===== src/rtl/wc_pkg.sv =====
// Shared defaults and types for the Winograd F(3,3) tile transmitter.
package wc_pkg;
    localparam int WC_DW   = 10;
    localparam int WC_TILE = 5;
    localparam int WC_STEP = 3;

    typedef enum logic {FILL, EMIT} state_t;

    // Fill count 0..TILE
    typedef logic [2:0] cnt_t;
endpackage


===== src/rtl/wc_win_buf.sv =====
// TILE-entry sample window: write-at-index, shift-down-by-STEP, clear, zero-fill from index.
// win is the registered window; win_nxt is the value it takes at the next edge.
module wc_win_buf
    import wc_pkg::*;
#(
    parameter int DW   = WC_DW,
    parameter int TILE = WC_TILE,
    parameter int STEP = WC_STEP
) (
    input  logic                 clk,
    input  logic                 rst,
    input  logic                 wr_en,
    input  cnt_t                 wr_idx,
    input  logic [DW-1:0]        wr_data,
    input  logic                 shift,
    input  logic                 clr,
    input  logic                 pad_en,
    input  cnt_t                 pad_idx,
    output logic [DW*TILE-1:0]   win,
    output logic [DW*TILE-1:0]   win_nxt
);
    logic [TILE-1:0][DW-1:0] q;
    logic [TILE-1:0][DW-1:0] d;

    always_comb begin
        d = q;
        if (clr) begin
            d = '0;
        end else if (shift) begin
            d = q >> (STEP*DW);
        end else begin
            if (wr_en) d[wr_idx] = wr_data;
            // Pad slots after the just-written sample so a short tail reads as zeros
            if (pad_en) begin
                for (int i = 0; i < TILE; i++) begin
                    if (i >= int'(pad_idx)) d[i] = '0;
                end
            end
        end
    end

    always_ff @(posedge clk or posedge rst) begin
        if (rst) q <= '0;
        else     q <= d;
    end

    assign win     = q;
    assign win_nxt = d;
endmodule


===== src/rtl/wc_tile_tx.sv =====
// Forms overlapping 5-sample tiles (stride 3) from a serial sample stream for the F(3,3) core.
// Optional WC_TAIL_PAD_EN: zero-pad and emit a short row tail instead of dropping it.
module wc_tile_tx
    import wc_pkg::*;
#(
    parameter int DW   = WC_DW,
    parameter int TILE = WC_TILE,
    parameter int STEP = WC_STEP
) (
    input  logic                 clk,
    input  logic                 rst,
    input  logic                 s_valid,
    output logic                 s_ready,
    input  logic [DW-1:0]        s_data,
    input  logic                 s_last,
    output logic                 t_valid,
    input  logic                 t_ready,
    output logic [DW*TILE-1:0]   D,
    output logic                 t_last,
    output logic                 drop
);
    state_t state;
    cnt_t   cnt;
    cnt_t   cnt_nxt;
    logic   acc;
    logic   hs;
    logic   full;
    logic   part;
    logic   pad_en;
    logic   clr;
    logic [DW*TILE-1:0] win;
    logic [DW*TILE-1:0] win_nxt;

    assign s_ready = (state == FILL);
    assign t_valid = (state == EMIT);
    assign acc     = s_valid & s_ready;
    assign hs      = t_valid & t_ready;
    assign cnt_nxt = cnt + cnt_t'(1);
    assign full    = acc && (cnt_nxt == cnt_t'(TILE));
    assign part    = acc && s_last && (cnt_nxt < cnt_t'(TILE));

`ifdef WC_TAIL_PAD_EN
    assign pad_en = part;
    assign clr    = hs & t_last;
    assign drop   = 1'b0;
`else
    assign pad_en = 1'b0;
    assign clr    = (hs & t_last) | part;

    always_ff @(posedge clk or posedge rst) begin
        if (rst) drop <= 1'b0;
        else     drop <= part;
    end
`endif

    wc_win_buf #(.DW(DW), .TILE(TILE), .STEP(STEP)) u_win (
        .clk     (clk),
        .rst     (rst),
        .wr_en   (acc),
        .wr_idx  (cnt),
        .wr_data (s_data),
        .shift   (hs & ~t_last),
        .clr     (clr),
        .pad_en  (pad_en),
        .pad_idx (cnt_nxt),
        .win     (win),
        .win_nxt (win_nxt)
    );

    always_ff @(posedge clk or posedge rst) begin
        if (rst) begin
            state  <= FILL;
            cnt    <= '0;
            D      <= '0;
            t_last <= 1'b0;
        end else begin
            case (state)
                FILL: begin
                    if (full) begin
                        D      <= win_nxt;
                        t_last <= s_last;
                        cnt    <= cnt_nxt;
                        state  <= EMIT;
                    end else if (part) begin
`ifdef WC_TAIL_PAD_EN
                        D      <= win_nxt;
                        t_last <= 1'b1;
                        cnt    <= cnt_t'(TILE);
                        state  <= EMIT;
`else
                        cnt    <= '0;
`endif
                    end else if (acc) begin
                        cnt    <= cnt_nxt;
                    end
                end
                EMIT: begin
                    if (t_ready) begin
                        // Keep the TILE-STEP overlap unless the row just ended
                        cnt   <= t_last ? cnt_t'(0) : cnt_t'(TILE - STEP);
                        state <= FILL;
                    end
                end
                default: state <= FILL;
            endcase
        end
    end

    // win is observed only through win_nxt captures; keep it for debug visibility
    logic unused_win;
    assign unused_win = ^win;
endmodule


===== config.mk =====
export PLATFORM = sky130hd
export DESIGN_NAME = wc_tile_tx
export DESIGN_NICKNAME = d
export VERILOG_FILES = /design/src/rtl/wc_pkg.sv /design/src/rtl/wc_win_buf.sv /design/src/rtl/wc_tile_tx.sv
export SDC_FILE = /design/constraint.sdc
export NUM_CORES = 1
export LEC_CHECK = 0
export ABC_AREA = 1
export ABC_CLOCK_PERIOD_IN_PS = 2900
export BUFFER_PORTS_ARGS = -buffer_cell sky130_fd_sc_hd__buf_4
export CAP_MARGIN = 20
export CORE_ASPECT_RATIO = 0.75
export CORE_MARGIN = 4
export CORE_UTILIZATION = 57
export DETAILED_ROUTE_END_ITERATION = 12
export PLACE_DENSITY_LB_ADDON = 0.08
export SYNTH_ARGS = -nofsm -noshare
export SYNTH_HDL_FRONTEND = slang
export SYNTH_HIERARCHICAL = 1
export SYNTH_SLANG_ARGS = --single-unit

===== constraint.sdc =====
create_clock -name clk -period 2.9 [get_ports clk]
set_clock_uncertainty 0.2 [all_clocks]
set_input_delay 0.145 -clock clk [delete_from_list [all_inputs] [get_ports clk]]
set_output_delay 0.145 -clock clk [all_outputs]
set_load 0.01 [all_outputs]

==> metrics.txt, run 1 <==
multi-input combinational cell area=about 1800 sq um; post-synthesis register bit count=roughly 110; worst reg-to-reg path cell count=14; post-route clock period utilization=approximately 90%; Setup Viol. Count Final=0; vias in the first global route=~4000; Fill cells=slightly above 600; clock slew at reported path FFs=approximately 0.07 ns; status=finished, final reports clean; Synth Area in Compound Gates=10.79%; adder-cell share of the synthesized area=0.5148%; area leader, netlist=dfrtp_1; Setup WS pre-CTS=between 0.2 and 0.25 ns; IO Port Bufs=a little under 70; post-DR wirelength/cell=between 15 and 20 um; Mean Syn Cell Area=8.696 sq um; Post-synth ARST share=between 90% and 100%; R2R Path Start=cnt[1]$_DFFE_PP0P_; Die Width=roughly 110 um; Max clock buf depth=2; CTS Buf Count=9; Lkg Pwr=around 3.1 nW; GPL Wtd Cong=~0.87; Die Y=87.98 um; f_max=384.6 MHz; initial antenna violation count=0; Final WS setup=~0.3 ns; Pwr Density=1077 nW/um^2; post-layout min period=between 2 and 3 ns; Most used DFF post-synth=dfrtp_1; initial core utilization=between 60% and 70%; share of cells above drive strength 1=19.84%; std cell rows=28; flop2flop setup slack=0.30 ns; Tot Pwr=6.302 mW; H-tree depth=3; Fin Setup TNS=0 ns; io pins=69; Inserted Diodes=0; largest net degree at the start of global routing=54; final hold vios=0; most frequent cells in the layout=nand2_1, dfrtp_1, nand3_1, buf_4, inv_1; TritonRoute pass-1 iters=5; Yosys cell types=27; core area=just over 8000 sq um; Worst slew margin=between 60% and 70%; TritonCTS clock tree=built; top-area cell type share of the netlist area=54.57%; Worst EP required=about 3 ns; maximum vdd drop=637.1 uV; total track usage=about a quarter; final WL=about 13000 um; Post-synth EDFFs=0; xor-xnor portion of the synthesized cell area=0%; MaxCap Viol Count=0; Syn Inst Count=roughly 560; Seq/Total Area, Yosys=a little over half; fin nets=between 600 and 700; Warnings, synthesis=6; GR Overflow Total=0; startpoint types=flop; worst-path maximum fanout=10; Register Area=2653 sq um; crit path DAT=2.69 ns; post-synthesis mux area share=0%; commonest non-fill, non-tap cell in the layout=nand2_1; HP Class=input port to async pin; Sink Count=~110; Detailed Place HPWL=8565 um; Vias/cell=5.486; post-synthesis simple-gate area fraction=around a quarter; Slew Viols, Final=0; total die area=about 10000 sq um; Remaining DRCs=0; Synth area leaders=dfrtp_1, nand2_1, nand3_1; CP Class=flop to flop; Mapped Area=4861 sq um; vias after detailed routing=just over 4000; DR iter-0 viols=431; largest family of logic cells by synthesized area=simple AND/OR/NAND/NOR gates; Reg2Reg Capture Point=D[26]$_DFFE_PP0P_; global-route wire length before repair=about 21000 um; Slew @ Worst Pin=roughly 0.56 ns; Clk Tree Root Cell=clkbuf_16; clock latency on the worst-skew pair=roughly 0.35 ns; antenna viol nets, final=0; RSZ-0062 raised after global routing=no; Crit. End Element=flop; P&R area growth vs syn=20.33%
## worst max path at each step
stage / from / depth (start not counted) / slack (ns) / end
floorplan: cnt[0]$_DFFE_PP0P_ / 13 / 0.52 / D[30]$_DFFE_PP0P_
global placement: cnt[1]$_DFFE_PP0P_ / 14 / 0.40 / D[25]$_DFFE_PP0P_
detailed placement: cnt[1]$_DFFE_PP0P_ / 14 / 0.21 / D[25]$_DFFE_PP0P_
CTS: cnt[1]$_DFFE_PP0P_ / 14 / 0.20 / D[25]$_DFFE_PP0P_
global route: cnt[1]$_DFFE_PP0P_ / 14 / 0.01 / D[25]$_DFFE_PP0P_
finish: cnt[1]$_DFFE_PP0P_ / 14 / 0.30 / D[26]$_DFFE_PP0P_
## synthesized netlist by cell type (2+ instances only)
library cell,n
buf_6,8
nor2_1,36
nand3_1,94
nor2_4,4
nor2_2,2
a211oi_2,10
inv_1,49
inv_2,2
o21ai_0,44
nand2_4,2
buf_2,5
clkbuf_1,11
nand2_1,131
ha_1,2
a21oi_1,30
dfrtp_1,106
nand2_2,6
o21ai_1,2
buf_4,7
## per-stage QoR
step	instances	utilization, %	hold WS (ns)	instance area, sq um
6_report	745	72.28	0.1096	5849
5_1_grt	745	72.28	0.1221	5849
4_1_cts	744	72.00	0.2494	5827
3_5_place_dp	714	66.60	0.05516	5390
3_3_place_gp	714	66.60	0.05301	5390
2_1_floorplan	560	-	0.04145	4865
## where the power goes
group	internal, mW	total (mW)	switching [mW]
Clock	0.678	1.23	0.550
Sequential	2.00	2.28	0.278
Combinational	0.996	2.79	1.80
Total	3.68	6.30	2.63
## timing repair
| action | CTS | global route |
|---|---|---|
| buffers inserted | 0 | 0 |
| hold endpoints to repair | 120 | 0 |
| setup endpoints to repair | 0 | 9 |
| hold buffers | 14 | 0 |
| resized for setup | 0 | 1 |
## flip-flops by register name, summed over array words and instances, names as in the netlist
| register | cells |
|---|---|
| D | 50 |
| u_win/win | 50 |
| cnt | 3 |
| drop | 1 |
| t_last | 1 |
| t_valid | 1 |
## layout make-up
cell class / count / share of cell area [%]
Clock buffer: 11 / 3.979
Clock inverter: 5 / 1.091
Inverter: 52 / 3.337
Multi-Input combinational cell: 370 / 30.87
Sequential cell: 106 / 45.35
Tap cell: 105 / 2.246
Timing Repair Buffer: 96 / 13.13
## metal layers
layer | up-vias | GRT usage, % | routed length (um)
met5 | - | 0 | 0
met4 | 0 | 8.630 | 216
met3 | 21 | 7.597 | 1051
met2 | 157 | 41.79 | 5804
met1 | 1947 | 36.17 | 5525
li1 | 1962 | - | -
## cells by family (layout without fill, tap and decap cells)
logic type,Yosys count,in the layout
other cells,1,2
flops,106,106
simple gates,278,278
fa+ha+maj,2,2
buf+inv,84,164
compound gates,88,88
## critical path, cell delays in order (launching register included)
cell     delay, ns
dfrtp_1       0.48
inv_1         0.08
ha_1          0.31
inv_1         0.04
nand2_1       0.05
nand3_1       0.07
nand2_1       0.14
o21ai_0       0.16
nor2_2        0.14
o21ai_2       0.11
nand2_2       0.22
o21ai_0       0.14
a21oi_1       0.20
nand3_1       0.10
nand2_1       0.08
(Power assumes the default switching activity.)
==> run 2, diff against run 1 <==
--- a/config.mk
+++ b/config.mk
@@ -11,9 +11,10 @@
 export CAP_MARGIN = 20
 export CORE_ASPECT_RATIO = 0.75
 export CORE_MARGIN = 4
-export CORE_UTILIZATION = 57
+export CORE_UTILIZATION = 53
 export DETAILED_ROUTE_END_ITERATION = 12
 export PLACE_DENSITY_LB_ADDON = 0.08
+export REMOVE_ABC_BUFFERS = 1
 export SYNTH_ARGS = -nofsm -noshare
 export SYNTH_HDL_FRONTEND = slang
 export SYNTH_HIERARCHICAL = 1
==> metrics.txt, run 2 (synthesis gave the netlist of run 1 again) <==
sequential group share of total power=around 36%; Detailed Place HPWL=8262 um; Switch Pwr=2.605 mW; post-route clock period utilization=a little over 90%; share of cells above drive strength 1=a little over 20%; Vias/cell=5.561; post-layout min period=around 2.6 ns; GPL Wtd Cong=0.9097; TritonCTS clock tree=built; status=finished, final reports clean; Setup Viol. Count Final=0; Remaining DRCs=0; initial antenna violation count=0; antenna viol nets, final=0; Clock power frac=roughly a fifth; Die Y=between 90 and 100 um; final core occ=67.49%; Clk Tree Root Cell=clkbuf_16; Worst EP required=between 2 and 3 ns; Worst slew margin=61.74%; Sw Ratio=41.16%; H-tree depth=3; worst-path maximum fanout=10; most frequent cells in the layout=nand2_1, dfrtp_1, nand3_1, buf_4, inv_1; core area=roughly 8700 sq um; maximum vdd drop=approximately 600 uV; P&R area growth vs syn=20.90%; commonest non-fill, non-tap cell in the layout=nand2_1; total die area=around 11000 sq um; IO Port Bufs=about 70; DR iter-0 viols=between 400 and 500; global-route wire length before repair=21090 um; vias after detailed routing=4165; startpoint types=flop; TritonRoute pass-1 iters=5; io pins=69; clock latency on the worst-skew pair=approximately 0.34 ns; Sink Count=between 100 and 150; f_max=377.7 MHz; MaxCap Viol Count=0; Fin Setup TNS=0 ns; Max clock buf depth=2; Tot Pwr=roughly 6.3 mW; crit path DAT=2.72 ns; Die Width=approximately 120 um; initial core utilization=a little under three fifths; RSZ-0062 raised after global routing=no; CTS Buf Count=9; Fill cells=around 740; HP Class=input port to async pin; std cell rows=29; post-DR wirelength/cell=~17 um; final WL=between 10000 and 15000 um; GR Overflow Total=0; total track usage=24.39%; fin nets=between 600 and 700; combinational fraction of design power=between 40% and 50%; CP Class=flop to flop; final hold vios=0; Slew @ Worst Pin=0.5696 ns; Lkg Pwr=about 3.1 nW; Inserted Diodes=0; Crit. End Element=flop; Internal Power=approximately 3.7 mW; Pwr Density=between 1000 and 1500 nW/um^2; clock slew at reported path FFs=0.07 ns; Slew Viols, Final=0; vias in the first global route=approximately 4000; largest net degree at the start of global routing=between 50 and 60
[run 2: changes by cell type in the layout (fill, tap and decap cells not counted), moves of 2 or more]
cell	change
clkbuf_8	+2
clkinv_4	-2
clkbuf_1	-2
clkinv_2	+2
[run 2: final timing paths]
kind	start	endpoint	depth (start not counted)	slack [ns]
worst min-delay path	rst	u_win/win[41]$_DFF_PP0_	3	0.11
worst max-delay path	cnt[0]$_DFFE_PP0P_	D[34]$_DFFE_PP0P_	13	0.25
max in group asynchronous	rst	cnt[0]$_DFFE_PP0P_	4	1.41
min in group clk	D[7]$_DFFE_PP0P_	D[7]$_DFFE_PP0P_	2	0.27
worst max register to register	cnt[0]$_DFFE_PP0P_	D[34]$_DFFE_PP0P_	13	0.25
worst min register to register	D[7]$_DFFE_PP0P_	D[7]$_DFFE_PP0P_	2	0.27
[run 2: cell type report]
class	instances	area, sq um	share of cell area [%]
clock buffer	11	252.7	4.301
clock inverter	5	52.55	0.8942
inverter	52	195.2	3.321
multi-input combinational	371	1819	30.96
sequential	106	2654	45.16
tap	108	135.1	2.299
timing repair buffer	96	768.2	13.07
[run 2: timing repair]
action | CTS | global route
buffers inserted | 0 | 3
setup endpoints to repair | 0 | 60
endpoints found under the hold margin | 87 | 0
hold buffers | 14 | 0
resized for setup | 0 | 5
[run 2: critical path, stage by stage (launching register included)]
cell and delay, ns:
dfrtp_2 0.36, inv_1 0.09, ha_2 0.39, inv_1 0.05
nand2_1 0.07, nand3_1 0.09, nand2_1 0.15, o21ai_1 0.14
nor2_2 0.16, o21ai_2 0.15, buf_4 0.23, a211oi_2 0.28
nand3_1 0.12, nand2_1 0.08
[run 2: per-stage QoR]
| step | hold WS, ns | instances | cell area (sq um) | setup slack (ns) |
|---|---|---|---|---|
| 6_report | 0.1076 | 749 | 5877 | 0.2523 |
| 3_5_place_dp | 0.05801 | 714 | 5371 | 0.03894 |
| 2_1_floorplan | 0.04145 | 528 | 4651 | 0.2873 |
| 3_3_place_gp | 0.05553 | 714 | 5371 | 0.2884 |
| 4_1_cts | 0.2531 | 744 | 5817 | 0.007824 |
| 5_1_grt | 0.1236 | 749 | 5877 | 0.07918 |
[run 2: power groups by stage]
stage | Clock [mW] | Combinational, mW | Sequential [mW]
2_1_floorplan | 0 | 1.56 | 2.37
3_3_place_gp | 0 | 2.59 | 2.29
3_5_place_dp | 0 | 2.65 | 2.31
4_1_cts | 1.25 | 2.68 | 2.29
5_1_grt | 1.32 | 3.12 | 2.34
6_report | 1.23 | 2.81 | 2.28
[run 2: layer usage]
layer / vias to the layer above / part of all wire, % / global-route usage, %
met3: 19 / 5.9 / 5.093
met1: 2025 / 47 / 36.68
li1: 1967 / - / -
met5: - / 0 / 0
met2: 154 / 46 / 36.36
met4: 0 / 1.7 / 6.268
